File: src/rtl/ps2_scancode_decoder_if.sv
// ps2_scancode_decoder_if: byte input and decoded key-event bus of the PS/2 scan code decoder
interface ps2_scancode_decoder_if;
    logic       data_ena;
    logic [7:0] data_in;
    logic       evt_valid;
    logic [7:0] evt_code;
    logic       evt_ext;
    logic       evt_brk;
    logic       evt_rd;
    logic [7:0] last_make;
    logic       err;
    logic       ovf;
    modport master (
        output data_ena, data_in, evt_rd,
        input  evt_valid, evt_code, evt_ext, evt_brk, last_make, err, ovf
    );
    modport slave (
        input  data_ena, data_in, evt_rd,
        output evt_valid, evt_code, evt_ext, evt_brk, last_make, err, ovf
    );
endinterface

File: src/rtl/ps2_scancode_decoder.sv
// ps2_scancode_decoder: E0/F0 prefix decoder with prefix timeout feeding a first-word-fall-through event FIFO
module ps2_scancode_decoder #(
    parameter int DEPTH       = 4,
    parameter int TIMEOUT_CYC = 50000
) (
    input logic                   app_clk,
    input logic                   app_arst_n,
    ps2_scancode_decoder_if.slave bus
);
    localparam int AW = $clog2(DEPTH);
    localparam int CW = $clog2(DEPTH + 1);
    localparam int TW = $clog2(TIMEOUT_CYC);
    typedef enum logic [1:0] {IDLE, EXT, BRK, EXT_BRK} state_t;
    state_t          st, nxt;
    logic [TW-1:0]   tcnt;
    logic [AW-1:0]   wptr, rptr;
    logic [CW-1:0]   cnt;
    logic [9:0]      mem [DEPTH];
    logic [9:0]      head;
    logic            push, perr, ext, brk, is_e0, is_f0, drop, full, pop, wr;
    logic [7:0]      last_make_q;
    logic            err_q, ovf_q;
    assign is_e0 = bus.data_in == 8'hE0;
    assign is_f0 = bus.data_in == 8'hF0;
    assign drop  = bus.data_in inside {8'hAA, 8'hFA, 8'hEE, 8'hFE, 8'h00, 8'hFF};
    always_comb begin
        nxt  = st;
        push = 1'b0;
        perr = 1'b0;
        ext  = 1'b0;
        brk  = 1'b0;
        if (bus.data_ena) begin
            case (st)
                IDLE: begin
                    nxt  = is_e0 ? EXT : is_f0 ? BRK : IDLE;
                    push = !(is_e0 || is_f0 || drop);
                end
                EXT: begin
                    nxt  = is_f0 ? EXT_BRK : is_e0 ? EXT : IDLE;
                    push = !(is_e0 || is_f0);
                    ext  = 1'b1;
                end
                default: begin
                    nxt  = IDLE;
                    perr = is_e0 || is_f0;
                    push = !(is_e0 || is_f0);
                    ext  = st == EXT_BRK;
                    brk  = 1'b1;
                end
            endcase
        end else if (st != IDLE && tcnt == TW'(TIMEOUT_CYC - 1)) begin
            nxt  = IDLE;
            perr = 1'b1;
        end
    end
    assign full = cnt == CW'(DEPTH);
    assign pop  = bus.evt_rd && cnt != '0;
    assign wr   = push && (!full || pop);
    always_ff @(posedge app_clk or negedge app_arst_n) begin
        if (!app_arst_n) begin
            st          <= IDLE;
            tcnt        <= '0;
            wptr        <= '0;
            rptr        <= '0;
            cnt         <= '0;
            last_make_q <= '0;
            err_q       <= 1'b0;
            ovf_q       <= 1'b0;
        end else begin
            st          <= nxt;
            tcnt        <= (bus.data_ena || st == IDLE) ? '0 : tcnt + 1'b1;
            wptr        <= wr ? wptr + 1'b1 : wptr;
            rptr        <= pop ? rptr + 1'b1 : rptr;
            cnt         <= cnt + CW'(wr) - CW'(pop);
            last_make_q <= (wr && !brk) ? bus.data_in : last_make_q;
            err_q       <= perr;
            ovf_q       <= push && full && !pop;
        end
    end
    // Entry layout {ext, brk, code}; storage needs no reset because outputs are gated by occupancy
    always_ff @(posedge app_clk) begin
        if (wr) mem[wptr] <= {ext, brk, bus.data_in};
    end
    assign head          = mem[rptr];
    assign bus.evt_valid = cnt != '0;
    assign bus.evt_code  = bus.evt_valid ? head[7:0] : '0;
    assign bus.evt_ext   = bus.evt_valid && head[9];
    assign bus.evt_brk   = bus.evt_valid && head[8];
    assign bus.last_make = last_make_q;
    assign bus.err       = err_q;
    assign bus.ovf       = ovf_q;
endmodule

File: src/flat_wrapper.sv
// flat-port wrapper written by rule: the top's interface ports become plain ports
module ps2_scancode_decoder_flat 
#(
    parameter int DEPTH       = 4,
    parameter int TIMEOUT_CYC = 50000
)
  (app_clk, app_arst_n, bus_data_ena, bus_data_in, bus_evt_rd, bus_evt_valid, bus_evt_code, bus_evt_ext, bus_evt_brk, bus_last_make, bus_err, bus_ovf);
  ps2_scancode_decoder_if bus_i ();
  input logic app_clk;
  input logic app_arst_n;
  input wire logic [$bits(bus_i.data_ena)-1:0] bus_data_ena;
  input wire logic [$bits(bus_i.data_in)-1:0] bus_data_in;
  input wire logic [$bits(bus_i.evt_rd)-1:0] bus_evt_rd;
  output wire logic [$bits(bus_i.evt_valid)-1:0] bus_evt_valid;
  output wire logic [$bits(bus_i.evt_code)-1:0] bus_evt_code;
  output wire logic [$bits(bus_i.evt_ext)-1:0] bus_evt_ext;
  output wire logic [$bits(bus_i.evt_brk)-1:0] bus_evt_brk;
  output wire logic [$bits(bus_i.last_make)-1:0] bus_last_make;
  output wire logic [$bits(bus_i.err)-1:0] bus_err;
  output wire logic [$bits(bus_i.ovf)-1:0] bus_ovf;
  assign bus_i.data_ena = bus_data_ena;
  assign bus_i.data_in = bus_data_in;
  assign bus_i.evt_rd = bus_evt_rd;
  assign bus_evt_valid = bus_i.evt_valid;
  assign bus_evt_code = bus_i.evt_code;
  assign bus_evt_ext = bus_i.evt_ext;
  assign bus_evt_brk = bus_i.evt_brk;
  assign bus_last_make = bus_i.last_make;
  assign bus_err = bus_i.err;
  assign bus_ovf = bus_i.ovf;
  ps2_scancode_decoder #(.DEPTH(DEPTH), .TIMEOUT_CYC(TIMEOUT_CYC)) u_core (.app_clk(app_clk), .app_arst_n(app_arst_n), .bus(bus_i));
endmodule
File: config.mk
export PLATFORM = sky130hd
export DESIGN_NAME = ps2_scancode_decoder_flat
export DESIGN_NICKNAME = d
export VERILOG_FILES = /design/src/rtl/ps2_scancode_decoder_if.sv /design/src/rtl/ps2_scancode_decoder.sv /design/src/flat_wrapper.sv
export SDC_FILE = /design/constraint.sdc
export NUM_CORES = 1
export LEC_CHECK = 0
export ABC_AREA = 1
export CORE_MARGIN = 1
export CORE_UTILIZATION = 50
export DETAILED_ROUTE_END_ITERATION = 8
export DONT_BUFFER_PORTS = 1
export GPL_TIMING_DRIVEN = 0
export HOLD_SLACK_MARGIN = 0.02
export PLACE_DENSITY = 0.66
export SYNTH_ARGS = -nofsm -noshare
export SYNTH_HDL_FRONTEND = slang
export SYNTH_SLANG_ARGS = --single-unit
export TNS_END_PERCENT = 100
File: constraint.sdc
create_clock -name app_clk -period 2.85 [get_ports app_clk]
set_clock_uncertainty 0.2 [all_clocks]
set_input_delay 0.855 -clock app_clk [delete_from_list [all_inputs] [get_ports app_clk]]
set_output_delay 0.855 -clock app_clk [all_outputs]
set_load 0.01 [all_outputs]
After elaboration in Yosys (flattened, before gate mapping)
Memories as Yosys holds them, arrays and structs flattened.
Cells that the tools add are included.
W data, S select, Z words.
{ "word_totals": {"ff_bits": 35, "mem_bits_rw": 40, "input_bits": 12, "output_inout_bits": 21, "wordCells": 69, "memories": 1} }
{ "op_classes": {"add_sub_neg": 5, "eq_ne": 11, "mux": 20, "n_reduce_logical": 24} }
{ "memory_table": {"columns": ["memory", "depth", "word_bits", "read_ports", "rd_clocked_by_memory_dff", "write_ports", "line", "rtl"], "rows": [
  ["u_core.mem", 4, 10, 1, 0, 1, "ps2_scancode_decoder.sv:18", "logic [9:0] mem [DEPTH];"]
]} }
{ "ops": {"columns": ["operator", "n"], "rows": [
  ["$eq A8 B8 Y1 const B", 7],
  ["$add A16 B1 Y16 const B", 1],
  ["$eq A16 B16 Y1 const B", 1],
  ["$mux W16", 1],
  ["$mux W1", 11],
  ["$mux W2", 5],
  ["$logic_and A1 B1 Y1", 8],
  ["$logic_not A8 Y1", 1],
  ["$mux W8", 1],
  ["$reduce_bool A6 Y1", 1],
  ["$logic_not A1 Y1", 5],
  ["$add A2 B1 Y2 const B", 2],
  ["$logic_or A1 B1 Y1", 4],
  ["$pmux W2 S2", 1],
  ["$reduce_bool A2 Y1", 2],
  ["$add A3 B1 Y3", 1],
  ["$eq A3 B3 Y1 const B", 1],
  ["$reduce_bool A3 Y1", 1],
  ["$sub A3 B1 Y3", 1],
  ["$eq A2 B1 Y1 const B", 1],
  ["$eq A2 B2 Y1 const B", 1],
  ["$logic_not A2 Y1", 1],
  ["$pmux W1 S2", 1],
  ["$reduce_or A2 Y1", 1]
]} }

Depth between registers and ports, before layout
{ "depth": {"depth_word": 9, "ltp_mapped": 13, "mapped_depth_nobuf": 13} }

Worst setup path before layout
OpenSTA, ideal clock, no wires.
{ "synth_timing": {"path_type": "input to register", "startpoint": "input port bus_data_in[6]", "endpoint": "register u_core.cnt[2]", "setup_ps": 129, "arrival_time_ps": 2253, "required_time_ps": 2521, "setup_slack_ps": 269, "cell_stages": 12, "path_buffers": 0, "path_cell_list": "nand2_1 inv_1 nand2_1 nor2_4 nor2_4 nand3_4 inv_2 ha_1 inv_1 fa_1 xnor2_1 xor2_1"} }
{ "synth_via": {"elab_chain_cells": 9, "word_cells_on_any_way": 18, "classes_between": "2 x add/sub; 7 x eq/ne; 2 x mux; 7 x reduce/logical"} }
{ "synth_rtl": {"columns": ["element", "line", "rtl"], "rows": [
  ["start: declaration", "flat_wrapper.sv:12", "input wire logic [$bits(bus_i.data_in)-1:0] bus_data_in;"],
  ["$eq A8 B8 Y1 (tied with other cells)", "ps2_scancode_decoder.sv:25", "assign drop = bus.data_in inside {8'hAA, 8'hFA, 8'hEE, 8'hFE, 8'h00, 8'hFF};"],
  ["$reduce_bool A6 Y1 / $logic_or A1 B1 Y1 (equally long branches)", null, null],
  ["$logic_or A1 B1 Y1", "ps2_scancode_decoder.sv:36", "push = !(is_e0 || is_f0 || drop);"],
  ["$logic_not A1 Y1", "ps2_scancode_decoder.sv:36", null],
  ["$mux W1 (*)", null, null],
  ["$mux W1 (*)", "ps2_scancode_decoder.sv:32", "if (bus.data_ena) begin"],
  ["$logic_and A1 B1 Y1 (*)", "ps2_scancode_decoder.sv:58", "assign wr = push && (!full || pop);"],
  ["named net u_core.wr", "ps2_scancode_decoder.sv:20", "logic push, perr, ext, brk, is_e0, is_f0, drop, full, pop, wr;"],
  ["$add A3 B1 Y3 (*)", "ps2_scancode_decoder.sv:74", "cnt <= cnt + CW'(wr) - CW'(pop);"],
  ["$sub A3 B1 Y3 (*)", "ps2_scancode_decoder.sv:74", null],
  ["end signal: assignment", "ps2_scancode_decoder.sv:74", null],
  ["end: declaration", "ps2_scancode_decoder.sv:17", "logic [CW-1:0] cnt;"]
]} }
The timed path passes the listed nets; every way through them passes the cells marked *.
A chain may end at the register's enable or synchronous reset.

Final worst setup path
{ "layout_timing": {"startpoint": "register u_core.cnt[1]", "endpoint": "output port bus_evt_code[4]"} }
{ "layout_via": {"elab_chain_cells": 2} }
{ "layout_rtl": {"columns": ["element", "line", "rtl"], "rows": [
  ["$reduce_bool A3 Y1", "ps2_scancode_decoder.sv:85", "assign bus.evt_valid = cnt != '0;"],
  ["named net bus_evt_valid", "flat_wrapper.sv:14", "output wire logic [$bits(bus_i.evt_valid)-1:0] bus_evt_valid;"],
  ["$mux W8", "ps2_scancode_decoder.sv:86", "assign bus.evt_code = bus.evt_valid ? head[7:0] : '0;"],
  ["end: declaration", "flat_wrapper.sv:15", "output wire logic [$bits(bus_i.evt_code)-1:0] bus_evt_code;"]
]} }
The timed path passes the listed nets, and every way through them passes these cells.

==> results.txt <==
Status - finished with violations
Failing checks - design-rule violations
Final Max Tran Viols - 0
# clock sinks - 75
Routed WL per cell - 14.8 um
CTS root buffer - clkbuf_8
Async S/R FF share, synth - 0.467
Synth top area cells - edfxtp_1 35%, dfrtp_1 26%, nor2_1 7.1%, nand2_1 6.1%, inv_1 4.8%
Clk pin slew, worst setup/hold paths - 80 ps
CP cell instances - nor2_1 > nand2_1 > clkinvlp_4 > a21oi_1
First-pass GRT wire length - 10900 um
Routed via count - 2304
Initial DRC Count - 143
Die area - 0.00717 mm2
Count leader, synth - nor2_1
Critical path class - flop to output pin
# nets final - 382
WP data arrival - 1700 ps
Period utilization - 0.966
CP max stage cell - dfrtp_1
CP Capture Type - output pin
Power, Total - 3.28 mW
Achievable Freq - 363 MHz
IO Pins - 33
Critical Path Max Stage Delay - 420 ps
Total nets after synthesis - 371
Crit path time final - 2750 ps
RSZ-0062 raised after global routing - yes
Mean number of vias per cell - 5.19
CTS Buf Count - 9
EDFF count, synth - 40
Compound-cell area share of the yosys netlist - 0.0831
Least-Margin Pin Slew - 956 ps
Initial Utilization - 0.529
Aggregate global-route resource usage - 0.204
Area after DPL - 0.00352 mm2
CTS tree - done
Worst reg2reg setup slack - 210 ps
Final wirelength - 6550 um
Synth cell count leaders - 65 x nor2_1, 56 x nand2_1, 44 x inv_1, 40 x edfxtp_1, 35 x dfrtp_1
DIE WIDTH - 84.7 um
Worst R2R End - u_core.cnt[2]
M1 GR Usage - 0.288
Post-Synth XOR/XNOR Area - 0.0154
Std cell rows - 29
DRT antenna net count - 0
Max-slew headroom - 0.360
Diode count - 0
Initial antenna violation count - 0
CP startpoint kind - flop
DRC - 1
Postcts setup bufs - 0
Max Cap Viol - 0
Vias in the first global route - 2249
Synth-to-layout area growth - 10.4%
Crit path required time - 1800 ps
Mapped cell area - 0.00342 mm2
Post-Place Cells - 428
Maximum vdd drop - 0.380 mV
Library cells used by synthesis - 28
Pin count of the biggest net entering global routing - 36
Sequential share of the synthesized area - 0.607
Crit Reg-Reg Startpoint - u_core.cnt[1]
Dominant synthesized flop cell - edfxtp_1
Grt ovf - 0
Crit-path max FO - 11
# H-tree levels - 3
Final Wtd Congestion - 0.851
Final setup viols - 0
Design Area, Final - 0.00378 mm2
Synth warn - 0
Max clock buf depth - 2
Buffers on Ports - 0
Synth Register Bits - 75
GR Layer Usage met2 - 0.310
Clk Latency, worst-skew pair - 340 ps
Post-Synth Adder-Cell Area - 0.0315
Post-Synth Simple-Gate Area - 0.204
Grt peak-use layer - met2
Hold/Removal Path Class - primary input to async pin
Reg2Reg Depth - 11
PwrDens - 868 mW/mm2
Share of cells above drive strength 1 - 0.109
Final count of hold timing violations - 0
Met3 Usage GRT - 0.0403
Combinational family with the most area after synthesis - simple AND/OR/NAND/NOR gates
Synth area leader - edfxtp_1
Non-filler cells in the finished layout - 444
Avg Cell Area, Syn - 9.74 um2
DRT Pass-1 Iters - 8
Die extent in y - 84.7 um
Number of fill cells in the layout - 554
Post-synthesis mux area share - 0
Top-area cell type share of the netlist area - 0.351
Dpl hpwl - 4410 um
Core area - 0.00646 mm2
Synth Instances - 351
Lkg Pwr - 1.58 nW
[metal layers]
layer,share of wire,vias up
met5,0,-
met4,0.012,0
met3,0.046,5
met2,0.47,44
met1,0.48,1087
li1,-,1168
[through the flow]
step	setup TNS (ps)	hold slack [ps]	utilization	worst slack [ps]
3_3_place_gp	0	257	0.544	67.1
6_report	0	134	0.585	96.8
5_1_grt	-35.9	130	0.585	-18.7
4_1_cts	0	135	0.583	50.1
3_5_place_dp	0	267	0.544	11.3
2_1_floorplan	0	233	-	269
[power breakdown]
| group | leakage [nW] | internal, mW | total, mW | switching (mW) |
|---|---|---|---|---|
| logic | 0.635 | 0.276 | 0.900 | 0.624 |
| registers | 0.826 | 1.34 | 1.43 | 0.0895 |
| clock network | 0.119 | 0.552 | 0.946 | 0.395 |
| total | 1.58 | 2.17 | 3.28 | 1.11 |
[worst max path at each step]
stage | startpoint | cells after the start | end
2_1_floorplan | bus_data_in[6] | 12 | u_core.cnt[2]
3_3_place_gp | bus_data_in[6] | 7 | u_core.mem[0][2]
3_5_place_dp | bus_data_in[6] | 7 | u_core.mem[0][3]
4_1_cts | u_core.rptr[0] | 4 | bus_evt_code[0]
5_1_grt | u_core.cnt[1] | 4 | bus_evt_code[0]
6_report | u_core.cnt[1] | 4 | bus_evt_code[4]
[flip-flops by register name, summed over array words and instances, names as in the netlist]
| register | count |
|---|---|
| u_core.mem | 40 |
| u_core.cnt | 3 |
| u_core.wptr | 2 |
| u_core.bus.last_make | 8 |
| u_core.tcnt | 16 |
| u_core.bus.ovf | 1 |
| u_core.st | 2 |
| u_core.rptr | 2 |
| u_core.bus.err | 1 |
[worst max-delay path: cells and delay by family, from the launching register on]
kind                   cells  cell delay (ps)
AO/OA/AOI/OAI              1              400
buffers and inverters      1              270
flip-flops                 1              420
AND/OR/NAND/NOR            2              270
[layout make-up]
cell class	instances	area, um2	share of cell area
Timing Repair Buffer	1	20.0	0.00530
Sequential cell	75	2080	0.550
Multi-Input combinational cell	223	1140	0.303
Inverter	45	173	0.0457
Tap cell	77	96.3	0.0255
Clock inverter	5	82.6	0.0219
Buffer	7	31.3	0.00828
Clock buffer	11	153	0.0404
[what timing repair did]
action                                  CTS  global route
hold buffers                              1             0
endpoints found under the hold margin    35             0
gates resized for setup                   0             6
gates cloned                              0             0
endpoints found under the setup margin    2            10
[cell usage in the layout, fill, tap and decap left out, types with 2 or more instances in the layout]
cell type / instances
nor2_1: 64
nand2_1: 56
inv_1: 43
edfxtp_1: 40
dfrtp_1: 35
o21ai_0: 32
a21oi_1: 23
clkbuf_8: 9
nand3_1: 8
ha_1: 7
nor2_2: 4
nand2_2: 4
xor2_1: 4
nor3_1: 4
nor2_4: 3
clkbuf_1: 3
nand4_1: 3
nand3_2: 2
xnor2_1: 2
clkbuf_2: 2
buf_2: 2
bufinv_16: 2
inv_6: 2
[cells by family after synthesis]
kind of cell | count (synthesis)
xor+xnor | 6
simple gates | 153
compound gates | 56
buf+inv | 53
flops | 75
fa+ha+maj | 8
(Power assumes the default switching activity.)
